## src/rtl/spi_input_conditioner_if.sv

```systemverilog
// Pin-side bundle of the SPI input conditioner: raw asynchronous pins in,
// filtered levels and single-cycle edge pulses out.
interface spi_input_conditioner_if;
    logic sclk_in;
    logic cs_in;
    logic mosi_in;
    logic sclk_cond;
    logic sclk_posedge;
    logic sclk_negedge;
    logic cs_cond;
    logic cs_fall;
    logic cs_rise;
    logic mosi_cond;

    modport master (
        output sclk_in, cs_in, mosi_in,
        input  sclk_cond, sclk_posedge, sclk_negedge,
        input  cs_cond, cs_fall, cs_rise, mosi_cond
    );

    modport slave (
        input  sclk_in, cs_in, mosi_in,
        output sclk_cond, sclk_posedge, sclk_negedge,
        output cs_cond, cs_fall, cs_rise, mosi_cond
    );
endinterface

```

## src/rtl/spi_input_conditioner.sv

```systemverilog
// Synchronizes and glitch-filters SCLK, CS and MOSI into clean levels, with
// registered one-cycle edge pulses for SCLK and CS.
module spi_input_conditioner #(
    parameter int WAIT_TIME = 3,
    parameter int CNT_WIDTH = 3
) (
    input  logic                    clk,
    input  logic                    reset,
    spi_input_conditioner_if.slave  pins
);
    // Channel index: 0 = SCLK, 1 = CS, 2 = MOSI. CS idles high (active-low pin).
    localparam logic [2:0]           IDLE_LVL = 3'b010;
    localparam logic [CNT_WIDTH-1:0] WAIT_CNT = CNT_WIDTH'(WAIT_TIME);
    localparam logic [CNT_WIDTH-1:0] CNT_ZERO = '0;
    localparam logic [CNT_WIDTH-1:0] CNT_ONE  = CNT_WIDTH'(1'b1);

    logic [2:0]           raw_s;
    logic [2:0]           sync0_q;
    logic [2:0]           sync1_q;
    logic [2:0]           cond_q;
    logic [2:0]           cond_d;
    logic [CNT_WIDTH-1:0] cnt_q [3];
    logic [CNT_WIDTH-1:0] cnt_d [3];
    logic [1:0]           rise_q;
    logic [1:0]           rise_d;
    logic [1:0]           fall_q;
    logic [1:0]           fall_d;

    assign raw_s = {pins.mosi_in, pins.cs_in, pins.sclk_in};

    // Stability filter: a disagreement must persist WAIT_TIME+1 cycles to be accepted
    always_comb begin
        cond_d = cond_q;
        cnt_d  = cnt_q;
        for (int ch = 0; ch < 3; ch++) begin
            if (sync1_q[ch] == cond_q[ch]) begin
                cnt_d[ch] = CNT_ZERO;
            end else if (cnt_q[ch] == WAIT_CNT) begin
                cond_d[ch] = sync1_q[ch];
                cnt_d[ch]  = CNT_ZERO;
            end else begin
                cnt_d[ch] = cnt_q[ch] + CNT_ONE;
            end
        end
        for (int ch = 0; ch < 2; ch++) begin
            rise_d[ch] = cond_d[ch] & ~cond_q[ch];
            fall_d[ch] = ~cond_d[ch] & cond_q[ch];
        end
    end

    // State registers; pulses are registered alongside the level they describe
    always_ff @(posedge clk) begin
        if (reset) begin
            sync0_q <= IDLE_LVL;
            sync1_q <= IDLE_LVL;
            cond_q  <= IDLE_LVL;
            rise_q  <= 2'b00;
            fall_q  <= 2'b00;
            for (int ch = 0; ch < 3; ch++) begin
                cnt_q[ch] <= CNT_ZERO;
            end
        end else begin
            sync0_q <= raw_s;
            sync1_q <= sync0_q;
            cond_q  <= cond_d;
            rise_q  <= rise_d;
            fall_q  <= fall_d;
            for (int ch = 0; ch < 3; ch++) begin
                cnt_q[ch] <= cnt_d[ch];
            end
        end
    end

    assign pins.sclk_cond    = cond_q[0];
    assign pins.sclk_posedge = rise_q[0];
    assign pins.sclk_negedge = fall_q[0];
    assign pins.cs_cond      = cond_q[1];
    assign pins.cs_fall      = fall_q[1];
    assign pins.cs_rise      = rise_q[1];
    assign pins.mosi_cond    = cond_q[2];

endmodule

```

## src/flat_wrapper.sv

```systemverilog
// flat-port wrapper written by rule: the top's interface ports become plain ports
module spi_input_conditioner_flat 
#(
    parameter int WAIT_TIME = 3,
    parameter int CNT_WIDTH = 3
)
  (clk, reset, pins_sclk_in, pins_cs_in, pins_mosi_in, pins_sclk_cond, pins_sclk_posedge, pins_sclk_negedge, pins_cs_cond, pins_cs_fall, pins_cs_rise, pins_mosi_cond);
  spi_input_conditioner_if pins_i ();
  input  logic clk;
  input  logic reset;
  input wire logic [$bits(pins_i.sclk_in)-1:0] pins_sclk_in;
  input wire logic [$bits(pins_i.cs_in)-1:0] pins_cs_in;
  input wire logic [$bits(pins_i.mosi_in)-1:0] pins_mosi_in;
  output wire logic [$bits(pins_i.sclk_cond)-1:0] pins_sclk_cond;
  output wire logic [$bits(pins_i.sclk_posedge)-1:0] pins_sclk_posedge;
  output wire logic [$bits(pins_i.sclk_negedge)-1:0] pins_sclk_negedge;
  output wire logic [$bits(pins_i.cs_cond)-1:0] pins_cs_cond;
  output wire logic [$bits(pins_i.cs_fall)-1:0] pins_cs_fall;
  output wire logic [$bits(pins_i.cs_rise)-1:0] pins_cs_rise;
  output wire logic [$bits(pins_i.mosi_cond)-1:0] pins_mosi_cond;
  assign pins_i.sclk_in = pins_sclk_in;
  assign pins_i.cs_in = pins_cs_in;
  assign pins_i.mosi_in = pins_mosi_in;
  assign pins_sclk_cond = pins_i.sclk_cond;
  assign pins_sclk_posedge = pins_i.sclk_posedge;
  assign pins_sclk_negedge = pins_i.sclk_negedge;
  assign pins_cs_cond = pins_i.cs_cond;
  assign pins_cs_fall = pins_i.cs_fall;
  assign pins_cs_rise = pins_i.cs_rise;
  assign pins_mosi_cond = pins_i.mosi_cond;
  spi_input_conditioner #(.WAIT_TIME(WAIT_TIME), .CNT_WIDTH(CNT_WIDTH)) u_core (.clk(clk), .reset(reset), .pins(pins_i));
endmodule
```

## config.mk

```make
export PLATFORM = sky130hd
export DESIGN_NAME = spi_input_conditioner_flat
export DESIGN_NICKNAME = d
export VERILOG_FILES = /design/src/rtl/spi_input_conditioner_if.sv /design/src/rtl/spi_input_conditioner.sv /design/src/flat_wrapper.sv
export SDC_FILE = /design/constraint.sdc
export NUM_CORES = 1
export LEC_CHECK = 0
export ABC_AREA = 1
export CAP_MARGIN = 15
export CORE_MARGIN = 2
export CORE_UTILIZATION = 45
export DETAILED_ROUTE_END_ITERATION = 10
export PLACE_DENSITY = 0.71
export SETUP_SLACK_MARGIN = 0.02
export SLEW_MARGIN = 20
export SYNTH_ARGS = -nofsm -noshare
export SYNTH_HDL_FRONTEND = slang
export SYNTH_SLANG_ARGS = --single-unit
```

## constraint.sdc

```tcl
create_clock -name clk -period 1.2 [get_ports clk]
set_clock_uncertainty 0.1 [all_clocks]
set_input_delay 0.24 -clock clk [delete_from_list [all_inputs] [get_ports clk]]
set_output_delay 0.24 -clock clk [all_outputs]
set_load 0.005 [all_outputs]
```

# Word-level counts from Yosys, hierarchy flattened
# Cells that the tools add are included.
totals:
  word_cells: 35
  input_bits: 5
  out_inout_bits: 7
  register_bits: 22
classes:
  bitwise_logic: 9
  addsub: 3
  reduce_logical: 4
  n_mux: 4
  eq_ne: 6
op_table:
  columns: ["op", "count"]
  rows:
  - ["$add A3 B1 Y3 const B", 3]
  - ["$eq A3 B2 Y1 const B", 3]
  - ["$reduce_or A3 Y1", 3]
  - ["$not A1 Y1", 5]
  - ["$and A1 B1 Y1", 4]
  - ["$mux W1", 4]
  - ["$eq A1 B1 Y1", 3]
  - ["$reduce_and A2 Y1", 1]

# Longest topological paths before layout
# Gate-level depths: netlist (run 1).
logic_depth:
  depth_word: 5
  mapped_depth: 5
  mapped_depth_nobuf: 5

# Least setup slack after synthesis (run 1)
# OpenSTA, ideal clock, no wires.
synth_path:
  path_type: "register to register"
  startpoint: "reg u_core.cnt_q[3] (netlist bit)"
  endpoint: "reg u_core.cnt_q[3] (netlist bit)"
  setup_slack_ns: 0.064
  period_less_slack_ns: 1.136
  t_required_ns: 1.036
  stages_incl_launch_ff: 6
  arrival_time_ns: 0.972
  cell_sequence: "dfxtp_1 -> ha_1 -> ha_1 -> nor2_1 -> nand3_2 -> nor2_1"
synth_between:
  elab_chain_len: 2
synth_lines:
  columns: ["item", "line_no", "source"]
  rows:
  - ["from (decl)", "spi_input_conditioner.sv:22", "logic [CNT_WIDTH-1:0] cnt_q [3];"]
  - ["from (signal, indexed assignment)", "spi_input_conditioner.sv:69", "cnt_q[ch] <= cnt_d[ch];"]
  - ["branches (longest 2 deep; another with $add A3 B1 Y3)", null, null]
# Parallel ways; which one is timed is not known.
# A chain may end at the register's enable or synchronous reset.

# Worst setup path after layout (run 1)
layout_path:
  startpoint: "reg u_core.cnt_q[0] (netlist bit)"
  endpoint: "reg u_core.cond_q[2]"
layout_between:
  elab_chain_len: 2
layout_lines:
  columns: ["item", "line_no", "source"]
  rows:
  - ["$eq A3 B2 Y1", "spi_input_conditioner.sv:38", "end else if (cnt_q[ch] == WAIT_CNT) begin"]
  - ["$reduce_and A2 Y1 (no line)", null, null]
  - ["to (signal assigned)", "spi_input_conditioner.sv:65", "cond_q <= cond_d;"]
  - ["to (decl)", "spi_input_conditioner.sv:20", "logic [2:0] cond_q;"]
# No other way between the ends.

==> flow_metrics.tcl, run 1 <==
set metrics [dict create \
    status "finished, final reports clean" \
    grt_pass1_vias 517 \
    hold_violations 0 \
    fin_cells 129 \
    io_pins 12 \
    timing.fmax_mhz 852.4 \
    grt_usage 0.1304 \
    area_delta_synth_final_pct 35.49 \
    synthFlopType "dfxtp_1" \
    holdWs_ns 0.3082 \
    seq_area_frac_synth 0.5552 \
    antenna_left 0 \
    hp-class "flop to flop" \
    fin_crit_ns 1.173 \
    synthTopCellsByArea "dfxtp_1 (56%), nor2_1 (10%), ha_1 (9.5%)" \
    worst_pin_slew_ns 0.1521 \
    tritoncts "done" \
    rows 15 \
    hpwl_um 815.3 \
    viasPerCell 4.450 \
    cp.depth 5 \
    clock_path_buffers 2 \
    holdBufCountCts 0 \
    power_mw 1.118 \
    initial_core_util 0.4696 \
    yosysUniqueCellTypes 13 \
    crit_buf_inv 1 \
    ys_seq_elements 22 \
    chipHeight_um 45.99 \
    yosys.area.top_type "dfxtp_1" \
    power.leakage_nw 0.4590 \
    rsz0062_at_grt "true" \
    reg2reg_slack_ns 0.03 \
    wirelength_um 1166 \
    cp_slowest_cell "dfxtp_2" \
    syn_avg_cell_area_um2 8.717 \
    worst-r2r-cell-count 5 \
    crit_chain "ha_4 > ha_4 > buf_4 > o21ai_2 > nor2_1" \
    whs_endpoint "u_core.sync1_q[2]$_SDFF_PP0_" \
    criticalPathCategory "flop to flop" \
    gp_congestion 0.6707 \
    synthTopCellsByCount "dfxtp_1 (22), nor2_1 (22), inv_1 (18), nand2_1 (9), ha_1 (6)" \
    fillers 150 \
    clk_pin_slew_ns 0.11 \
    first_pass_iters 3 \
    cts_sinks 22 \
    reg2reg_from "u_core.cnt_q[0]$_SDFF_PP0_" \
    irDropWorstVdd_v 0.0006485 \
    crit_arrival_ns 1.27 \
    period_share 0.9776 \
    r2r_end "u_core.cond_q[2]$_SDFFE_PP0P_" \
    synth_nets 102 \
    diodes 0 \
    die_area_um2 2115 \
    finalSetupTns_ns 0 \
    cts_made_buffers 3 \
    ys_async_sr_fraction 0 \
    drc 0 \
    relSlewSlack 0.8986 \
    cp_common_cell "ha_4" \
    synth_edf_count 0 \
    htree_num_levels 1 \
    power_density_nw_per_um2 1040 \
    antenna_found_initial 0 \
    holdCritStartpoint "u_core.sync0_q[2]$_SDFF_PP0_" \
    clock_latency_ns 0.30 \
    hold_depth 2 \
    critical_path.top_delay_family "flip-flops" \
    finalSetupViolations 0 \
    cp-start-kind "flop" \
    final_core_util 0.6363 \
    slowest_delay_ns 0.35 \
    cp.required_ns 1.30 \
    drive_above_1_share 0.3750 \
    cap_viol_max_count 0 \
    startpoint "u_core.cnt_q[0]$_SDFF_PP0_" \
    die_w_um 45.99 \
    nNetsFinal 125 \
    cts-root-buf "clkbuf_4" \
    num_vias 574 \
    post_drt_wl_per_cell_um 9.039 \
    drv_slew 0 \
    yosys_warnings 0 \
    end_kind "flop" \
    synth_area_um2 793.3 \
    netlist_instances 91 \
    grt_pass1_wl_um 1938 \
    worstPathMaxFanout 3 \
    dr.first_iter.drc_count 2 \
    grt_max_degree 12 \
    synth_top_area_frac 0.5552 \
    core-area_um2 1689 \
    grt_remaining_overflow 0 \
    port_buffers 11 \
    dp_cells 124 \
]
==> area by class of cell <==
class / instances / area, µm² / area share
clock buffer: 3 / 22.52 / 0.02095
tap: 17 / 21.27 / 0.01979
multi-input combinational: 49 / 375.4 / 0.3492
inverter: 19 / 71.32 / 0.06636
sequential: 22 / 449.2 / 0.4179
timing repair buffer: 19 / 135.1 / 0.1257
==> registers in the layout, indices dropped and copies added (netlist names) <==
register        flops
u_core.cnt_q        9
u_core.cond_q       3
u_core.sync0_q      3
u_core.sync1_q      3
u_core.fall_q       2
u_core.rise_q       2
==> metal layers <==
layer	GRT usage	wire length (µm)
met5	0	0
met4	0.09143	27
met3	0.03571	43
met2	0.2056	574
met1	0.1501	520
==> where the power goes <==
group | total, mW | internal, mW | switching, mW
registers | 0.750 | 0.743 | 0.00761
logic | 0.0587 | 0.0329 | 0.0258
clock network | 0.309 | 0.117 | 0.192
==> cells by family after synthesis <==
kind of cell             count (synthesis)  synth area share
flip-flops                              22            0.5552
AO/OA/AOI/OAI                            3           0.02681
buffers and inverters                   20            0.1041
AND/OR/NAND/NOR                         40            0.2192
adder cells (fa/ha/maj)                  6           0.09463
==> cell usage in the layout, fill, tap and decap left out, types with 4 or more instances in the layout <==
master / instances
buf_4: 8
clkbuf_2: 6
clkdlybuf4s50_1: 4
dfxtp_1: 15
dfxtp_2: 7
ha_4: 6
inv_1: 18
nand2_1: 9
nand3_1: 4
nor2_1: 18
==> per-stage QoR <==
| step | instance area [µm²] | worst slack, ns |
|---|---|---|
| after global placement | 958.4 | -0.1108 |
| after global routing | 1075 | 0.007538 |
| after floorplan | 793.3 | 0.06387 |
| after detailed placement | 958.4 | -0.1146 |
| final | 1075 | 0.02683 |
| after CTS | 1022 | 0.01689 |
==> how the worst max path moves through the flow <==
stage,to,slack [ns]
finish,u_core.cond_q[2]$_SDFFE_PP0P_,0.03
global route,u_core.cond_q[2]$_SDFFE_PP0P_,0.008
CTS,pins_mosi_cond,0.02
detailed placement,u_core.sync0_q[1]$_SDFF_PP1_,-0.11
global placement,u_core.sync1_q[1]$_SDFF_PP1_,-0.11
floorplan,u_core.cnt_q[3]$_SDFF_PP0_,0.06
==> worst reg2reg max path, stage by stage (launching register included) <==
cell and delay (ns):
dfxtp_2 0.35, ha_4 0.16, ha_4 0.17, buf_4 0.13, o21ai_2 0.11, nor2_1 0.05
==> timing repair <==
item,CTS,global route
resized for setup,27,22
pin swaps,4,8
endpoints found under the hold margin,0,0
setup endpoints to repair,16,18
buffers inserted,1,1
No activity file was read; power rests on OpenSTA's default activity.
==> run 2, diff against run 1 <==
--- a/config.mk
+++ b/config.mk
@@ -8,9 +8,9 @@
 export ABC_AREA = 1
 export CAP_MARGIN = 15
 export CORE_MARGIN = 2
-export CORE_UTILIZATION = 45
+export CORE_UTILIZATION = 50
 export DETAILED_ROUTE_END_ITERATION = 10
-export PLACE_DENSITY = 0.71
+export PLACE_DENSITY = 0.75
 export SETUP_SLACK_MARGIN = 0.02
 export SLEW_MARGIN = 20
 export SYNTH_ARGS = -nofsm -noshare
==> constraint.sdc (replaced) <==
create_clock -name clk -period 1.17 [get_ports clk]
set_clock_uncertainty 0.1 [all_clocks]
set_input_delay 0.234 -clock clk [delete_from_list [all_inputs] [get_ports clk]]
set_output_delay 0.234 -clock clk [all_outputs]
set_load 0.005 [all_outputs]
==> flow_metrics.tcl, run 2 (synthesis results as in run 1) <==
set metrics [dict create \
    clk_pin_slew_ns 0.11 \
    cts-root-buf "clkbuf_4" \
    wirelength_um 1486 \
    finalSetupViolations 0 \
    core-area_um2 1489 \
    grt_pass1_vias 601 \
    criticalPathCategory "flop to flop" \
    area_delta_synth_final_pct 39.75 \
    die_w_um 43.83 \
    top_layer "met4" \
    cp_common_cell "ha_4" \
    rsz0062_at_grt "true" \
    dp_cells 121 \
    grt_pass1_wl_um 2249 \
    holdWs_ns 0.3261 \
    viasPerCell 4.868 \
    clock_latency_ns 0.31 \
    die_area_um2 1921 \
    cp_slowest_cell "dfxtp_4" \
    final_core_util 0.7445 \
    num_vias 628 \
    end_kind "flop" \
    initial_core_util 0.5328 \
    crit_arrival_ns 1.27 \
    cp-start-kind "flop" \
    final_common_cell "inv_1" \
    dpl_cell_area_um2 942.2 \
    power_mw 1.238 \
    grt_usage 0.1667 \
    regMostFlops "u_core.cnt_q" \
    crit_chain "ha_4 > ha_4 > buf_4 > nand3_1 > nor2_1" \
    fin_crit_ns 1.167 \
    mostFrequentLayoutCells "inv_1 (18), nor2_1 (16), dfxtp_1 (15)" \
    worst_pin_slew_ns 0.1686 \
    timing.fmax_mhz 856.9 \
    port_buffers 11 \
    wl_met2_um 766 \
    wl_met1_um 584 \
    clock_path_buffers 2 \
    dr.first_iter.drc_count 13 \
    dr_wl_met3_um 84 \
    slowest_delay_ns 0.37 \
    worstPathMaxFanout 4 \
    first_pass_iters 4 \
    power.leakage_nw 0.4671 \
    largest_reg_flops 9 \
    chipHeight_um 43.83 \
    drive_above_1_share 0.4248 \
    post-place-ws_ns -0.1559 \
    htree_num_levels 1 \
    period_share 0.9974 \
    antenna_found_initial 0 \
    worst_slack_ns 0.003045 \
    drv_slew 0 \
    grt_max_degree 13 \
    hold_violations 0 \
    io_pins 12 \
    cp.required_ns 1.27 \
    nNetsFinal 125 \
    post_drt_wl_per_cell_um 11.52 \
    diodes 0 \
    fin_cells 129 \
    cap_viol_max_count 0 \
    rows 14 \
    irDropWorstVdd_v 0.0009930 \
    drc 0 \
    finalSetupTns_ns 0 \
    relSlewSlack 0.8876 \
    power_density_nw_per_um2 1116 \
    antenna_left 0 \
    gp_congestion 0.7578 \
    hpwl_um 947.1 \
    cts_made_buffers 3 \
    hp-class "flop to flop" \
    final_area_um2 1109 \
    status "finished, final reports clean" \
    cts_sinks 22 \
    grt_remaining_overflow 0 \
    tritoncts "done" \
]
## run 2: repair_timing
item / in CTS / in global routing
setup endpoints to repair: 17 / 11
pin swaps: 8 / 11
resized for setup: 47 / 15
hold buffers: 0 / 0
buffers inserted: 2 / 2
## run 2: power by group
part	switching (mW)	total, mW	leakage (nW)	internal [mW]
clock network	0.216	0.406	0.0210	0.190
logic	0.0304	0.0642	0.264	0.0339
registers	0.00891	0.767	0.182	0.758
total	0.255	1.24	0.467	0.982
## run 2: final cells by class
type	instances	area, µm²
Clock buffer	4	36.28
Tap cell	16	20.02
Multi-Input combinational cell	49	391.6
Inverter	19	71.32
Sequential cell	22	454.2
Fill cell	103	380.4
Timing Repair Buffer	19	135.1
## run 2: worst paths after layout
path                            slack, ns  cells past startpoint                          from                           end
worst max-delay path                0.003                      5    u_core.cnt_q[3]$_SDFF_PP0_   u_core.rise_q[1]$_SDFF_PP0_
worst min register to register       0.33                      1  u_core.sync0_q[1]$_SDFF_PP1_  u_core.sync1_q[1]$_SDFF_PP1_
worst min-delay path                 0.33                      1  u_core.sync0_q[1]$_SDFF_PP1_  u_core.sync1_q[1]$_SDFF_PP1_
worst max register to register      0.003                      5    u_core.cnt_q[3]$_SDFF_PP0_   u_core.rise_q[1]$_SDFF_PP0_
## run 2: per-layer routing
metal  GRT usage  vias to the layer above
met3     0.02917                        5
met2      0.3029                       16
met5           0                        -
met1      0.1563                      291
met4      0.1455                        0
li1            -                      316
## run 2: worst max-delay path, delay by kind of cell (launching register included)
family / cells / cell delay (ns)
AND/OR/NAND/NOR: 2 / 0.12
buffers and inverters: 1 / 0.13
flip-flops: 1 / 0.37
adder cells (fa/ha/maj): 2 / 0.33
